## src/rtl/ret_addr_ctrl.sv

```systemverilog
// PC sequencer and call/return controller for a return-address stack.
// On a call it pushes pc+1 and jumps to the target. On a return it takes
// the stack's top entry and pops. An occupancy counter blocks pushes when
// the stack is full and pops when it is empty. Any illegal request puts
// the controller in FAULT, and it stays there until rst_n is asserted.
module ret_addr_ctrl #(
  parameter int              PC_W     = 12,
  parameter int              DEPTH    = 8,
  parameter logic [PC_W-1:0] RESET_PC = '0
) (
  input  logic                       clk,
  input  logic                       rst_n,
  input  logic                       stall,
  input  logic                       is_call,
  input  logic                       is_ret,
  input  logic                       is_jump,
  input  logic                       br_taken,
  input  logic [PC_W-1:0]            target,
  input  logic [PC_W-1:0]            stk_top,
  output logic [PC_W-1:0]            pc,
  output logic                       stk_push,
  output logic                       stk_pop,
  output logic [PC_W-1:0]            stk_data,
  output logic [$clog2(DEPTH):0]     depth,
  output logic                       ovf,
  output logic                       unf,
  output logic                       fault
);

  localparam int             DW        = $clog2(DEPTH) + 1;
  localparam logic [DW-1:0]  DEPTH_MAX = DW'(DEPTH);

  typedef enum logic {
    RUN   = 1'b0,
    FAULT = 1'b1
  } state_t;

  state_t          state_q, state_d;
  logic [PC_W-1:0] pc_q, pc_d;
  logic [DW-1:0]   depth_q, depth_d;
  logic            ovf_q, ovf_d;
  logic            unf_q, unf_d;
  logic [PC_W-1:0] pc_inc;

  // Sequential successor. It is also the return address pushed on a call,
  // and it wraps from all-ones to zero.
  assign pc_inc = pc_q + PC_W'(1);

  // State register. Reset clears the occupancy together with the stack pointer.
  always_ff @(posedge clk or negedge rst_n) begin
    // NOTE: non-blocking assignments, so all registers update from pre-edge values.
    if (!rst_n) begin
      state_q <= RUN;
      pc_q    <= RESET_PC;
      depth_q <= '0;
      ovf_q   <= 1'b0;
      unf_q   <= 1'b0;
    end else begin
      state_q <= state_d;
      pc_q    <= pc_d;
      depth_q <= depth_d;
      ovf_q   <= ovf_d;
      unf_q   <= unf_d;
    end
  end

  // Next-state and stack strobes. Priority is ret > call > jump/branch > sequential.
  always_comb begin
    // NOTE: every output gets a hold/idle default first, so no path infers a latch.
    state_d  = state_q;
    pc_d     = pc_q;
    depth_d  = depth_q;
    ovf_d    = ovf_q;
    unf_d    = unf_q;
    stk_push = 1'b0;
    stk_pop  = 1'b0;

    case (state_q)
      RUN: begin
        if (!stall) begin
          if (is_call && is_ret) begin
            // Contradictory decode: stop without touching the stack.
            state_d = FAULT;
          end else if (is_ret) begin
            if (depth_q != '0) begin
              stk_pop = 1'b1;
              pc_d    = stk_top;
              depth_d = depth_q - DW'(1);
            end else begin
              unf_d   = 1'b1;
              state_d = FAULT;
            end
          end else if (is_call) begin
            if (depth_q != DEPTH_MAX) begin
              stk_push = 1'b1;
              pc_d     = target;
              depth_d  = depth_q + DW'(1);
            end else begin
              // Suppress the push so the stack pointer cannot wrap.
              ovf_d   = 1'b1;
              state_d = FAULT;
            end
          end else if (is_jump || br_taken) begin
            pc_d = target;
          end else begin
            pc_d = pc_inc;
          end
        end
      end
      FAULT: begin
        // Everything stays frozen. Only rst_n leaves this state.
      end
      default: state_d = FAULT;
    endcase
  end

  assign pc       = pc_q;
  assign stk_data = pc_inc;
  assign depth    = depth_q;
  assign ovf      = ovf_q;
  assign unf      = unf_q;
  assign fault    = (state_q == FAULT);

endmodule
```

## config.mk

```make
export PLATFORM = sky130hd
export DESIGN_NAME = ret_addr_ctrl
export DESIGN_NICKNAME = d
export VERILOG_FILES = /design/src/rtl/ret_addr_ctrl.sv
export SDC_FILE = /design/constraint.sdc
export NUM_CORES = 1
export LEC_CHECK = 0
export BUFFER_PORTS_ARGS = -buffer_cell sky130_fd_sc_hd__buf_4
export CORE_AREA = 2 2 59 61
export DETAILED_ROUTE_END_ITERATION = 7
export DIE_AREA = 0 0 61 63
export PLACE_DENSITY = 0.88
export SLEW_MARGIN = 20
export SYNTH_ARGS = -nofsm -noshare
export SYNTH_HDL_FRONTEND = slang
export SYNTH_SLANG_ARGS = --single-unit
```

## constraint.sdc

```tcl
create_clock -name clk -period 2.03 [get_ports clk]
set_input_delay 0 -clock clk [delete_from_list [all_inputs] [get_ports clk]]
set_output_delay 0 -clock clk [all_outputs]
set_load 0.1 [all_outputs]
```

# After elaboration in Yosys (flattened, before gate mapping)
# Index checks and enable logic that the tools add are counted.
# Widths: inputs -> output; s select.
[totals]
ff_bits = 19
inputBits = 31
output_inout_bits = 33
word_cells = 53
[op_classes]
addsub = 3
eq_ne = 3
muxes = 27
bitwise = 6
reduce_logical = 9
[op_table]
columns = ["op", "n"]
rows = [
  ["$mux 12", 5],
  ["$mux 1", 18],
  ["$mux 4", 4],
  ["$add 12x1->12 const B", 1],
  ["$reduce_and 6->1", 2],
  ["$reduce_and 5->1", 2],
  ["$not 1->1", 6],
  ["$add 4x1->4 const B", 1],
  ["$ne 4x4->1 const B", 1],
  ["$reduce_bool 2->1", 2],
  ["$reduce_bool 4->1", 1],
  ["$sub 4x1->4 const B", 1],
  ["$ne 3x1->1 const B", 1],
  ["$ne 2x1->1 const B", 1],
  ["$logic_and 1x1->1", 1],
  ["$logic_or 1x1->1", 1],
]

# Depth between registers and ports, before layout
[depth]
depth_word = 7
mapped_depth = 6
ltp_nobuf = 5

# Least setup slack after synthesis
# OpenSTA, ideal clock, no wires.
[synth_path]
path_type = "register to output"
start = "register depth_q[0] (netlist: depth[0])"
end = "output stk_push"
t_arrival_ns = 4.081
required_time_ns = 2.030
setup_slack_ns = -2.051
path_stages_with_launch = 3
n_path_buf = 0
path_cell_list = "dfrtp_1 -> nor4b_4 -> nor4_1"
[synth_between]
elab_chain_cells = 7
[synth_rtl]
columns = ["element", "line", "source"]
rows = [
  ["start: declaration", "40", "logic [DW-1:0] depth_q, depth_d;"],
  ["start signal: assignment", "61", "depth_q <= depth_d;"],
  ["$ne 4x4->1", "94", "if (depth_q != DEPTH_MAX) begin"],
  ["$mux 1", "94", ""],
  ["$mux 1", "93", "end else if (is_call) begin"],
  ["$mux 1", "84", "end else if (is_ret) begin"],
  ["$mux 1", "81", "if (is_call && is_ret) begin"],
  ["$mux 1", "80", "if (!stall) begin"],
  ["$mux 1", "78", "case (state_q)"],
  ["end: declaration", "21", "output logic stk_push,"],
]
# No other way between the ends.

# Worst setup path after layout
[layout_path]
start = "register pc_q[0] (netlist: pc[0])"
end = "output stk_data[10]"
[layout_between]
elab_chain_cells = 1
[layout_rtl]
columns = ["element", "line", "source"]
rows = [
  ["start: declaration", "39", "logic [PC_W-1:0] pc_q, pc_d;"],
  ["start signal: assignment", "60", "pc_q <= pc_d;"],
  ["$add 12x1->12", "47", "assign pc_inc = pc_q + PC_W'(1);"],
  ["end: declaration", "23", "output logic [PC_W-1:0] stk_data,"],
]
# No other way between the ends.

==> metrics.txt <==
DRT iter0 DRCs=71; total CTS buffers=3; commonest non-fill, non-tap cell in the layout=buf_4; Final Net Count=around 280; Ant. Diodes=0; core area=~3200 µm²; Area Overhead vs Synth=57.5%; footprint of the multi-input gates=between 1000 and 1500 µm²; DRC viols=0; r2r worst-path depth=5; Worst-path clk slew=around 120 ps; CTS H-tree lvls=1; Final Hold Viols=0; FF-to-FF Start=depth[1]; minimum clock period=between 1500 and 2000 ps; Placed Area=about 2200 µm²; DR WL/cell=roughly 16 µm; Placement Setup Slack=163 ps; final setup fails=0; final cycle utilization of the critical path=0.955; Setup CP Type=flop to primary output; Storage cell area=505 µm²; Port Buffers=63; Final TNS setup=0 ps; Total GRT Usage=0.252; die area=about 3800 µm²; Hold Crit Class=primary input to flop; Max Cap Viol=0; Worst path slowest cell=or4_4; GPL Wtd Cong=about 0.86; Most common cell on crit path=nand2_2; measured slew at the worst slew-check pin=around 380 ps; antenna violations before repair=0; CP required=roughly 2000 ps; DRT Pass-1 Iters=4; vias in the first global route=approximately 1.6k; Synthesis Warnings=0; post-synthesis register bit count=19; Max clock buf depth=2; Initial Util=0.463; crit start category=flop; Achievable Freq=slightly above 500 MHz; Clock Latency Late Sink=~310 ps; Largest delay share family, worst path=simple AND/OR/NAND/NOR gates; most frequent cells in the layout=buf_4, nand2_1, o21ai_0, dfrtp_2; share of cells above drive strength 1=0.494; fillcell total=247; flop2flop setup slack=140 ps; Top Ports=64; GRT overflow=0; final instance area=between 2000 and 2500 µm²; DPL Wire Length=3390 µm; Slew HR=0.744; post-layout util=0.729; Syn Inst Count=roughly 170; number of buffers and inverters on the critical path=1; height of the die=about 63 µm; Die W=approximately 61 µm; maximum fanout along the worst path=5; RSZ-0062 raised after global routing=no; Clk Tree Root Cell=clkbuf_4; largest net degree at the start of global routing=28; R2R Path End=depth[3]; post-synth cell types=56; kind of end point of the critical path=primary output; first-pass GRT wire length=7320 µm; floorplan row count=21; worst hold start=stk_top[10]; sequential fraction of the synthesis area=0.318; Worst path max stage delay=~520 ps; final worst-path setup slack=around 90 ps; syn nets=approximately 200; worst clock skew=1.73 ps; Post-Route WL=about 4500 µm; Post-synth ARST share=1.00; CTS tree=built; Slew Limit Fails=0; Cells on Worst Hold Path=4; worst path cell trace=ha_4, nand2_2, or4_4, nand2_2, buf_8; EDFF count, synth=0; hold endpoint=pc[10]; syn_area_per_cell=slightly below 9 µm²; clk sinks=19; Worst Path Arrival=about 1900 ps; Final ANT Viol Nets=0; Top FF cell, synth=dfrtp_1; via count=1,646; synthesized area=1500 µm²; number of vias per cell=~5.7; status=finished clean
## sequential cells by signal (all words and copies together) (netlist names)
name	flops
pc	12
depth	4
fault	1
ovf	1
unf	1
## through the flow
step	instances	hold WS [ps]
final	287	14.4
after detailed placement	278	-109
after global placement	278	-110
after CTS	287	15.3
after floorplan	169	-296
after global routing	287	22.4
## layout make-up
cell class / count / share of cell area
clock inverter: 1 / 0.00213
timing repair buffer: 76 / 0.251
inverter: 8 / 0.0128
clock buffer: 3 / 0.00956
multi-input combinational: 134 / 0.486
sequential: 19 / 0.215
tap: 46 / 0.0244
## synthesized netlist by cell type (2+ instances only)
cell type  count  share of area
a21o_1         3          0.015
a21oi_1        5          0.017
a311o_1        2          0.013
a31oi_1        2         0.0084
and3_1         3          0.013
buf_2          2         0.0067
clkbuf_1       5          0.013
dfrtp_1       19           0.32
ha_1           3          0.025
inv_1          7          0.018
mux2_4         2          0.020
mux2i_1        4          0.027
nand2_1       19          0.048
nand2b_1       2         0.0084
nand3_1        9          0.030
nor2_1         9          0.023
nor3_1         6          0.020
nor4_1         3          0.013
o211ai_1       3          0.015
o21ai_0       11          0.037
o21ba_2        2          0.013
o22a_1         4          0.023
o2bb2ai_1      2          0.012
or3_1          3          0.013
xnor2_1        7          0.041
xor2_1         2          0.012
## worst reg2reg max path, delay by kind of cell, from the launching register on
| family | cells | cell delay (ps) |
|---|---|---|
| compound gates | 3 | 610 |
| flops | 1 | 530 |
| mux | 1 | 350 |
| fa+ha+maj | 1 | 290 |
## worst max path at each step
stage	startpoint	endpoint	slack, ps	cells after the start
2_1_floorplan	pc[0]	pc[4]	4	5
3_3_place_gp	depth[1]	depth[3]	210	5
3_5_place_dp	depth[1]	depth[3]	160	5
4_1_cts	pc[0]	stk_data[10]	10	5
5_1_grt	pc[0]	stk_data[10]	30	5
6_report	pc[0]	stk_data[10]	90	5
## routing by layer
layer / routed length, µm / up-vias / share of wire / track usage
li1: - / 773 / - / -
met1: 1830 / 790 / 0.40 / 0.314
met2: 2380 / 65 / 0.52 / 0.413
met3: 183 / 18 / 0.040 / 0.0455
met4: 152 / 0 / 0.033 / 0.109
met5: 0 / - / 0 / 0
## cell families (layout without fill, tap and decap cells)
logic type                 after synthesis  after routing  share of synthesized area
adders and majority gates                4              4                     0.0385
and+or+nand+nor                         64             64                      0.244
xor gates and xnor gates                 9              9                     0.0527
muxes                                    8              8                     0.0619
DFF                                     19             19                      0.318
buffers and inverters                   16             88                     0.0469
AOI/OAI and AO/OA                       49             49                      0.238
## repair_timing
item / CTS / global route
hold endpoints to repair: 23 / 0
setup endpoints to repair: 0 / 5
hold buffers: 5 / 0
setup buffers: 0 / 0
gates resized for setup: 0 / 7
Power is left out: the tool's default activity adds up to more than one toggle a clock period on the data nets, which glitch-free logic cannot reach.
